<file path="config.mk">
export PLATFORM = sky130hd
export DESIGN_NAME = tpx3_readout_merger
export DESIGN_NICKNAME = d
export VERILOG_FILES = /design/src/rtl/tpx3_readout_pkg.sv /design/src/rtl/tpx3_readout_merger_rr_next_sel.sv /design/src/rtl/tpx3_readout_merger.sv
export SDC_FILE = /design/constraint.sdc
export NUM_CORES = 1
export LEC_CHECK = 0
export CAP_MARGIN = 30
export CORE_MARGIN = 2
export CORE_UTILIZATION = 30
export CTS_CLUSTER_DIAMETER = 30
export CTS_CLUSTER_SIZE = 20
export DETAILED_ROUTE_END_ITERATION = 16
export PLACE_DENSITY = 0.58
export SYNTH_ARGS = -nofsm -noshare
export SYNTH_HDL_FRONTEND = slang
export SYNTH_SLANG_ARGS = --single-unit
export TNS_END_PERCENT = 10
</file>
<file path="constraint.sdc">
create_clock -name BUS_CLK -period 3.1 [get_ports BUS_CLK]
set_input_delay 0.62 -clock BUS_CLK [delete_from_list [all_inputs] [get_ports BUS_CLK]]
set_output_delay 0.62 -clock BUS_CLK [all_outputs]
set_load 0.1 [all_outputs]
</file>
<file path="src/rtl/tpx3_readout_pkg.sv">
// Shared types and sizing helpers for the Timepix3 readout merger.
package tpx3_readout_pkg;

    typedef enum logic {
        IDLE  = 1'b0,
        BURST = 1'b1
    } state_e;

    function automatic int clog2(input int value);
        int res;
        int v;
        res = 0;
        v   = value - 1;
        while (v > 0) begin
            res = res + 1;
            v   = v >> 1;
        end
        return res;
    endfunction

    // Sized for the largest supported burst so one counter width fits every build.
    localparam int MAX_BURST_LIMIT = 256;
    localparam int BURST_CNT_W     = clog2(MAX_BURST_LIMIT + 1);

endpackage

</file>
<file path="src/rtl/tpx3_readout_merger_rr_next_sel.sv">
// Rotating priority encoder: first set request at or after start_i, wrapping modulo N.
module rr_next_sel #(
    parameter int N     = 4,
    parameter int IDX_W = 2
) (
    input  logic [N-1:0]     req_i,
    input  logic [IDX_W-1:0] start_i,
    output logic [IDX_W-1:0] idx_o,
    output logic             valid_o
);

    always_comb begin
        idx_o   = '0;
        valid_o = 1'b0;
        // Walk from the far end so the candidate nearest start_i overwrites last.
        for (int k = N - 1; k >= 0; k--) begin
            if (req_i[(int'(start_i) + k) % N]) begin
                idx_o   = IDX_W'((int'(start_i) + k) % N);
                valid_o = 1'b1;
            end
        end
    end

endmodule

</file>
<file path="src/rtl/tpx3_readout_merger.sv">
// Merges N FWFT channel FIFOs into one FWFT stream with bounded-burst round-robin,
// enable mask, optional channel-ID tagging and saturating per-channel word counters.
module tpx3_readout_merger
    import tpx3_readout_pkg::*;
#(
    parameter int N_CH       = 4,
    parameter int DATA_WIDTH = 32,
    parameter int ID_WIDTH   = 4,
    parameter bit ID_EN      = 1'b1,
    parameter int MAX_BURST  = 16,
    parameter int CNT_WIDTH  = 32
) (
    input  logic                         BUS_CLK,
    input  logic                         BUS_RST_N,
    input  logic [N_CH-1:0]              EN_MASK,
    input  logic                         CNT_CLR,
    input  logic [N_CH-1:0]              IN_EMPTY,
    output logic [N_CH-1:0]              IN_READ,
    input  logic [N_CH*DATA_WIDTH-1:0]   IN_DATA,
    input  logic                         OUT_READ,
    output logic                         OUT_EMPTY,
    output logic [DATA_WIDTH-1:0]        OUT_DATA,
    output logic [ID_WIDTH-1:0]          OUT_CH,
    output logic [N_CH*CNT_WIDTH-1:0]    WORD_CNT,
    output logic                         BUSY,
    output logic                         DBG_STATE
);

    localparam int CH_W = clog2(N_CH);
    localparam logic [BURST_CNT_W-1:0] MAX_B = BURST_CNT_W'(MAX_BURST);

    // Handshake: IN_READ[i] high means channel i's head word is consumed at this
    // edge; OUT_READ consumes OUT_DATA at this edge only while OUT_EMPTY is low.

    state_e                          state_q, state_d;
    logic [CH_W-1:0]                 ptr_q, ptr_d;
    logic [BURST_CNT_W-1:0]          bcnt_q, bcnt_d;
    logic                            out_empty_q;
    logic [DATA_WIDTH-1:0]           out_data_q;
    logic [ID_WIDTH-1:0]             out_ch_q;
    logic [N_CH-1:0][CNT_WIDTH-1:0]  cnt_q;

    logic [N_CH-1:0][DATA_WIDTH-1:0] in_word;
    logic [N_CH-1:0]                 eligible;
    logic                            load_ok;
    logic [CH_W-1:0]                 start;
    logic [CH_W-1:0]                 sel_idx;
    logic                            sel_valid;
    logic                            burst_cont;
    logic                            rd_en;
    logic [CH_W-1:0]                 rd_ch;
    logic [N_CH-1:0]                 rd_vec;
    logic [DATA_WIDTH-1:0]           head_word;
    logic [DATA_WIDTH-1:0]           load_word;

    assign in_word  = IN_DATA;
    assign eligible = EN_MASK & ~IN_EMPTY;
    assign load_ok  = out_empty_q | OUT_READ;
    assign start    = (ptr_q == CH_W'(N_CH - 1)) ? '0 : ptr_q + 1'b1;

    rr_next_sel #(
        .N     (N_CH),
        .IDX_W (CH_W)
    ) u_sel (
        .req_i   (eligible),
        .start_i (start),
        .idx_o   (sel_idx),
        .valid_o (sel_valid)
    );

    // A burst that cannot continue falls straight into reselection, so there is no bubble.
    always_comb begin
        state_d    = state_q;
        ptr_d      = ptr_q;
        bcnt_d     = bcnt_q;
        rd_en      = 1'b0;
        rd_ch      = ptr_q;
        burst_cont = (state_q == BURST) && eligible[ptr_q] && (bcnt_q < MAX_B);
        if (BUS_RST_N && load_ok) begin
            if (burst_cont) begin
                rd_en  = 1'b1;
                bcnt_d = bcnt_q + 1'b1;
            end else if (sel_valid) begin
                rd_en   = 1'b1;
                rd_ch   = sel_idx;
                ptr_d   = sel_idx;
                bcnt_d  = BURST_CNT_W'(1);
                state_d = (MAX_BURST > 1) ? BURST : IDLE;
            end else begin
                state_d = IDLE;
            end
        end
    end

    always_comb begin
        rd_vec = '0;
        if (rd_en) begin
            rd_vec[rd_ch] = 1'b1;
        end
        head_word = in_word[rd_ch];
        if (ID_EN) begin
            load_word = {ID_WIDTH'(rd_ch), head_word[DATA_WIDTH-ID_WIDTH-1:0]};
        end else begin
            load_word = head_word;
        end
    end

    always_ff @(posedge BUS_CLK) begin
        if (!BUS_RST_N) begin
            state_q     <= IDLE;
            ptr_q       <= CH_W'(N_CH - 1);
            bcnt_q      <= '0;
            out_empty_q <= 1'b1;
            out_data_q  <= '0;
            out_ch_q    <= '0;
        end else begin
            state_q <= state_d;
            ptr_q   <= ptr_d;
            bcnt_q  <= bcnt_d;
            if (rd_en) begin
                out_empty_q <= 1'b0;
                out_data_q  <= load_word;
                out_ch_q    <= ID_WIDTH'(rd_ch);
            end else if (OUT_READ) begin
                out_empty_q <= 1'b1;
            end
        end
    end

    // A clear coinciding with a read leaves that channel at 1, not 0.
    always_ff @(posedge BUS_CLK) begin
        if (!BUS_RST_N) begin
            cnt_q <= '0;
        end else begin
            for (int i = 0; i < N_CH; i++) begin
                if (CNT_CLR) begin
                    cnt_q[i] <= {{(CNT_WIDTH-1){1'b0}}, rd_vec[i]};
                end else if (rd_vec[i] && !(&cnt_q[i])) begin
                    cnt_q[i] <= cnt_q[i] + 1'b1;
                end
            end
        end
    end

    assign IN_READ   = rd_vec;
    assign OUT_EMPTY = out_empty_q;
    assign OUT_DATA  = out_data_q;
    assign OUT_CH    = out_ch_q;
    assign WORD_CNT  = cnt_q;
    assign BUSY      = (state_q == BURST) | ~out_empty_q;
    assign DBG_STATE = state_q;

endmodule

</file>
# --- Word level (Yosys, flattened, before mapping) ---
# Index checks and enable logic that the tools add are counted.
word_totals:
  word_cells: 115
  output_inout_bits: 171
  register_bits: 173
  input_bits: 140
classes:
  n_bitwise: 10
  eq_ne: 1
  n_reduce_logical: 28
  n_lt_le_gt_ge: 8
  muxes: 45
  add_sub_neg: 9
op_table:
  columns: ["cell", "count"]
  rows:
  - ["$add 32x1->32 const B", 4]
  - ["$reduce_and 32->1", 4]
  - ["$bmux 32 s2", 1]
  - ["$mux 28", 1]
  - ["$mux 1", 26]
  - ["$mux 9", 2]
  - ["$mux 2", 8]
  - ["$lt 3x4->1 const B", 3]
  - ["$reduce_bool 2->1", 6]
  - ["$bmux 1 s2", 5]
  - ["$add 9x1->9 const B", 1]
  - ["$lt 2x3->1 const B", 3]
  - ["$lt 9x5->1 const B", 1]
  - ["$logic_and 1x1->1", 8]
  - ["$reduce_or 2->1", 4]
  - ["$add 2x1->2 const B", 2]
  - ["$add 2x2->2 const B", 2]
  - ["$and 4x4->4", 1]
  - ["$logic_not 1->1", 4]
  - ["$mux 4", 1]
  - ["$not 4->4", 1]
  - ["$reduce_and 2->1", 2]
  - ["$and 1x1->1 const A", 3]
  - ["$not 1->1", 3]
  - ["other kinds (4)", 5]

# --- Longest topological paths before layout ---
depth:
  ltp_word: 23
  depth_mapped: 12
  depth_no_buf: 9

# --- Modules after synthesis ---
# Synthesis repeated with hierarchy kept, for this count alone.
unflattened:
  cells_unflattened: 1161
  hier_area_um2: 9525.4
modules_own_cells:
  columns: ["mod", "n_inst", "area_each_um2", "cells_each"]
  rows:
  - ["tpx3_readout_merger", 1, 9447.8, 1148]
  - ["rr_next_sel", 1, 77.6, 13]

# --- Worst setup path after synthesis ---
# Ideal clock, no wire load.
synth_path:
  kind: "flip-flop to output port"
  from: "register state_q, in the netlist DBG_STATE"
  to: "output port IN_READ[1]"
  stages_incl_launch_ff: 7
  slack_ns: -0.905
  n_path_buf: 2
  arrival_ns: 3.385
  t_required_ns: 2.480
  cell_sequence: "dfxtp_1 -> nand3b_1 -> or2_1 -> buf_2 -> a211o_1 -> clkbuf_1 -> nor2_1"
synth_between:
  elab_chain_len: 9
  word_cells_on_any_way: 12
synth_lines:
  columns: ["item", "line", "text"]
  rows:
  - ["start: declaration", "tpx3_readout_merger.sv:35", "state_e state_q, state_d;"]
  - ["start signal: assignment", "tpx3_readout_merger.sv:117", "state_q <= state_d;"]
  - ["$logic_and 1x1->1 * (2 in a row)", "tpx3_readout_merger.sv:78", "burst_cont = (state_q == BURST) && eligible[ptr_q] && (bcnt_q < MAX_B);"]
  - ["$mux 2", null, null]
  - ["$mux 2", "tpx3_readout_merger.sv:79", "if (BUS_RST_N && load_ok) begin"]
  - ["$lt 2x3->1 (not written as such) or $ge 2x1->1 (tied branches)", "tpx3_readout_merger.sv:98", "rd_vec[rd_ch] = 1'b1;"]
  - ["$logic_and 1x1->1 (not written as such)", "tpx3_readout_merger.sv:98", null]
  - ["$mux 1 (not written as such)", "tpx3_readout_merger.sv:98", null]
  - ["$demux 1 s2", "tpx3_readout_merger.sv:98", null]
  - ["$mux 4 *", "tpx3_readout_merger.sv:97", "if (rd_en) begin"]
  - ["end: declaration", "tpx3_readout_merger.sv:18", "output logic [N_CH-1:0] IN_READ,"]
# Mark *: on every way between the ends. The rest lies on a longest branch, timed or not.

# --- Worst setup path after layout ---
layout_path:
  from: "register ptr_q[1]"
  to: "output port IN_READ[2]"
layout_between:
  elab_chain_len: 18
  word_cells_on_any_way: 41
layout_lines:
  columns: ["item", "line", "text"]
  rows:
  - ["start: declaration", "tpx3_readout_merger.sv:36", "logic [CH_W-1:0] ptr_q, ptr_d;"]
  - ["start signal: assignment", "tpx3_readout_merger.sv:111", "ptr_q <= CH_W'(N_CH - 1);"]
  - ["start signal: assignment", "tpx3_readout_merger.sv:118", "ptr_q <= ptr_d;"]
  - ["$add 2x1->2 or $eq 2x2->1 (tied branches)", "tpx3_readout_merger.sv:59", "assign start = (ptr_q == CH_W'(N_CH - 1)) ? '0 : ptr_q + 1'b1;"]
  - ["$mux 2", "tpx3_readout_merger.sv:59", null]
  - ["$add 2x2->2", "tpx3_readout_merger_rr_next_sel.sv:17, tpx3_readout_merger_rr_next_sel.sv:18", null]
  - ["$bmux 1 s2", "tpx3_readout_merger_rr_next_sel.sv:17", "if (req_i[(int'(start_i) + k) % N]) begin"]
  - ["$mux 1 (not written as such) (2 in a row)", "tpx3_readout_merger_rr_next_sel.sv:17", null]
  - ["$mux 2 or $mux 1 (tied branches) (4 in a row)", "tpx3_readout_merger_rr_next_sel.sv:17", null]
  - ["$mux 2 (2 in a row)", null, null]
  - ["$mux 2", "tpx3_readout_merger.sv:79", null]
  - ["$lt 2x3->1 (not written as such) or $ge 2x1->1 (tied branches)", "tpx3_readout_merger.sv:98", null]
  - ["$logic_and 1x1->1 (not written as such)", "tpx3_readout_merger.sv:98", null]
  - ["$mux 1 (not written as such)", "tpx3_readout_merger.sv:98", null]
  - ["$demux 1 s2", "tpx3_readout_merger.sv:98", null]
  - ["$mux 4 *", "tpx3_readout_merger.sv:97", null]
# Mark *: on every way between the ends. The rest lies on a longest branch, timed or not. The select of a mux whose other input is x is not followed.

==> metrics.cfg <==
[setup_path]
reg2regPathDepth=13
cp-end-kind=primary output
rrSetupSlack_ns=0.30
cp.required_ns=2.48
reg2reg_to=WORD_CNT[31]$_SDFFE_PP0P_
crit_arrival_ns=2.57
startpoint=ptr_q[1]$_SDFF_PN1_
rr_startpoint=ptr_q[0]$_SDFF_PN1_
critPathKind=reg -> out
start_kind=flop
crit_fanout=7

[clock_network]
clk_latency_ns=0.43
cts-hold-fix-buffers=0
clkTransAtPathRegs_ns=0.08
clkSinkCount=171
cts_htree_levels=4
clk_path_buf_depth=2
tritoncts=done
cts_inserted_buffers=17
cts_root_buf=clkbuf_16

[floorplan]
ios=311
start_util_pct=30.4
row_count=63
fp.dieArea_sq_mm=0.0315
die_x_microns=177
die_h_microns=177
core_sq_mm=0.0296

[drt]
viasPerCell=5.00
wl_per_cell_microns=16.3
dr.pass1.iters=5
first_iter_violations=512
route.detailed.drc=0
wirelength_mm=29.2
vias=8963
antenna_left=0

[logic_synthesis]
synth_edf_count=0
synth-async-reset-ratio_pct=0
syn_area_sq_mm=0.00902
syn_avg_cell_area_sq_um=8.47
yosys_most_used_dff=dfxtp_1
ys_ff_latch=171
yosysUniqueCellTypes=58
yosys_warnings=0
ys_seq_area_share_pct=37.9
synthCells=1065

[status]
violations=negative setup slack
outcome=finished with violations

[timing]
fin_skew_ns=0.0142
fmax_mhz=314
grt_setup_unrepaired=yes
tightest_slew_ns=0.656
post-route-period-util_pct=103
hold_viol=0
timing.final.crit_period_ns=3.19
relSlewSlack_pct=55.9
setup_viol=4
holdWs_ns=0.481
setup_slack_ns=-0.0854
setup_tns_ns=-0.147
maxSlewViolCount=0

[grt]
grt_usage_pct=17.9
grt_pass1_vias=8383
grt_pass1_wl_mm=44.7
antenna_found_initial=1
grt_max_degree=36
gr-total-overflow=0

[finish]
final_common_cell=buf_4
finalNonFillerCells=1794
drive_above_1_share_pct=23.3
mostFrequentLayoutCells=buf_4 (241), dfxtp_1 (167), nor2_1 (141)
area_delta_synth_final_pct=48.0
nets=1537

[power]
total_power_mw=6.53
ir_drop_uv=386
power_density_mw_per_mm2=489
p_leak_nw=5.34

[hold_path]
holdPathStages=1
hold_path.class=reg -> reg
min-delay-start=OUT_DATA[11]$_SDFFE_PN0P_
holdPathEnd=OUT_DATA[11]$_SDFFE_PN0P_

[placed_design]
hpwl_mm=22.1
io_buffers=290
dp.cells=1756
gp_congestion=0.900

[job]
max_cap_viol_count=0

synthesized netlist by cell type, types with 2 or more instances:
master / n / share of area, %
xor2_1: 77 / 7.5
nand4b_1: 4 / 0.39
dfxtp_1: 171 / 38
o211ai_1: 3 / 0.25
o311a_1: 2 / 0.22
nor2_1: 142 / 5.9
nand2b_1: 6 / 0.42
nand2_1: 57 / 2.4
nor3_1: 33 / 1.8
xnor2_1: 27 / 2.6
o211a_1: 2 / 0.22
o31ai_1: 2 / 0.17
and2_1: 18 / 1.2
nand4_1: 72 / 5.0
a41oi_1: 2 / 0.19
a311oi_1: 3 / 0.29
or3_1: 14 / 0.97
buf_2: 18 / 1.0
nand3b_1: 2 / 0.17
nand3_1: 68 / 3.8
nor4bb_1: 2 / 0.22
nor4_1: 18 / 1.2
buf_1: 6 / 0.25
buf_4: 9 / 0.75
o21ai_0: 23 / 1.3
and4_1: 11 / 1.1
nor2_2: 2 / 0.14
clkbuf_1: 42 / 1.7
mux2i_1: 87 / 9.7
ha_1: 6 / 0.83
nor4b_1: 3 / 0.29
a21oi_1: 23 / 1.3
and3_1: 31 / 2.1
or4_1: 4 / 0.33
a22o_1: 28 / 2.7
inv_1: 10 / 0.42
nor2b_1: 10 / 0.69
a31oi_1: 5 / 0.35
nor3b_1: 3 / 0.25
state kept, by name, summed over array words and instances, names as in the netlist:
signal,cells
ptr_q,2
bcnt_q,9
OUT_DATA,28
OUT_CH,2
WORD_CNT,128
DBG_STATE,1
OUT_EMPTY,1
cell type report:
cell class	count	area, sq um
fillers	2961	16300
multi-input cells	812	5490
flip-flops and latches	171	3430
repair buffers	379	3300
well taps	390	488
clock buffers	19	453
clock inverters	12	153
inverters	10	37.5
diodes	1	2.50
metrics by stage:
stage	worst slack (ns)	instance area [sq um]	utilization [%]
after detailed placement	-0.387	12500	42.2
after CTS	-0.127	13300	44.9
after global placement	-0.379	12500	42.2
final	-0.0854	13400	45.1
after global routing	-0.179	13400	45.1
after floorplan	-0.0555	9060	-
power by group:
part	internal [mW]	switching [mW]	total, mW
sequential	2.28	0.0600	2.34
clock	1.26	0.980	2.24
combinational	0.731	1.23	1.96
kinds of logic after synthesis:
family / Yosys count / share of synthesized area (%)
xor gates and xnor gates: 104 / 10.1
and+or+nand+nor: 507 / 29.2
adders and majority gates: 6 / 0.832
other: 1 / 0.0416
DFF: 171 / 37.9
AOI/OAI and AO/OA: 104 / 8.08
buffers and inverters: 85 / 4.16
muxes: 87 / 9.65
how the worst max path moves through the flow:
| stage | endpoint | slack, ns | depth (start not counted) |
|---|---|---|---|
| 2_1_floorplan | WORD_CNT[126]$_SDFFE_PP0P_ | -0.06 | 9 |
| 3_3_place_gp | IN_READ[0] | -0.38 | 9 |
| 3_5_place_dp | WORD_CNT[31]$_SDFFE_PP0P_ | -0.39 | 12 |
| 4_1_cts | IN_READ[2] | -0.13 | 10 |
| 5_1_grt | IN_READ[2] | -0.18 | 9 |
| 6_report | IN_READ[2] | -0.09 | 9 |
metal layers:
layer	part of all wire, %	GRT usage (%)	up-vias	routed length (microns)
li1	-	-	4468	-
met1	44	22.5	4166	12900
met2	48	30.1	302	13900
met3	6.3	4.37	27	1850
met4	1.8	5.53	0	534
met5	0	0	-	0
critical path, stage by stage (launching register included):
cell      delay [ns]
dfxtp_4         0.37
ha_4            0.17
nor2_4          0.06
nor3_2          0.19
a311oi_2        0.08
buf_4           0.18
or3_4           0.40
a311oi_4        0.35
buf_12          0.16
buf_12          0.16
timing repair:
| action | 4_1_cts | 5_1_grt |
|---|---|---|
| endpoints found under the setup margin | 4 | 4 |
| gates resized for setup | 39 | 9 |
| pin swaps | 14 | 7 |
| buffers inserted | 5 | 1 |
| gates cloned | 0 | 0 |
(Power assumes the default switching activity.)
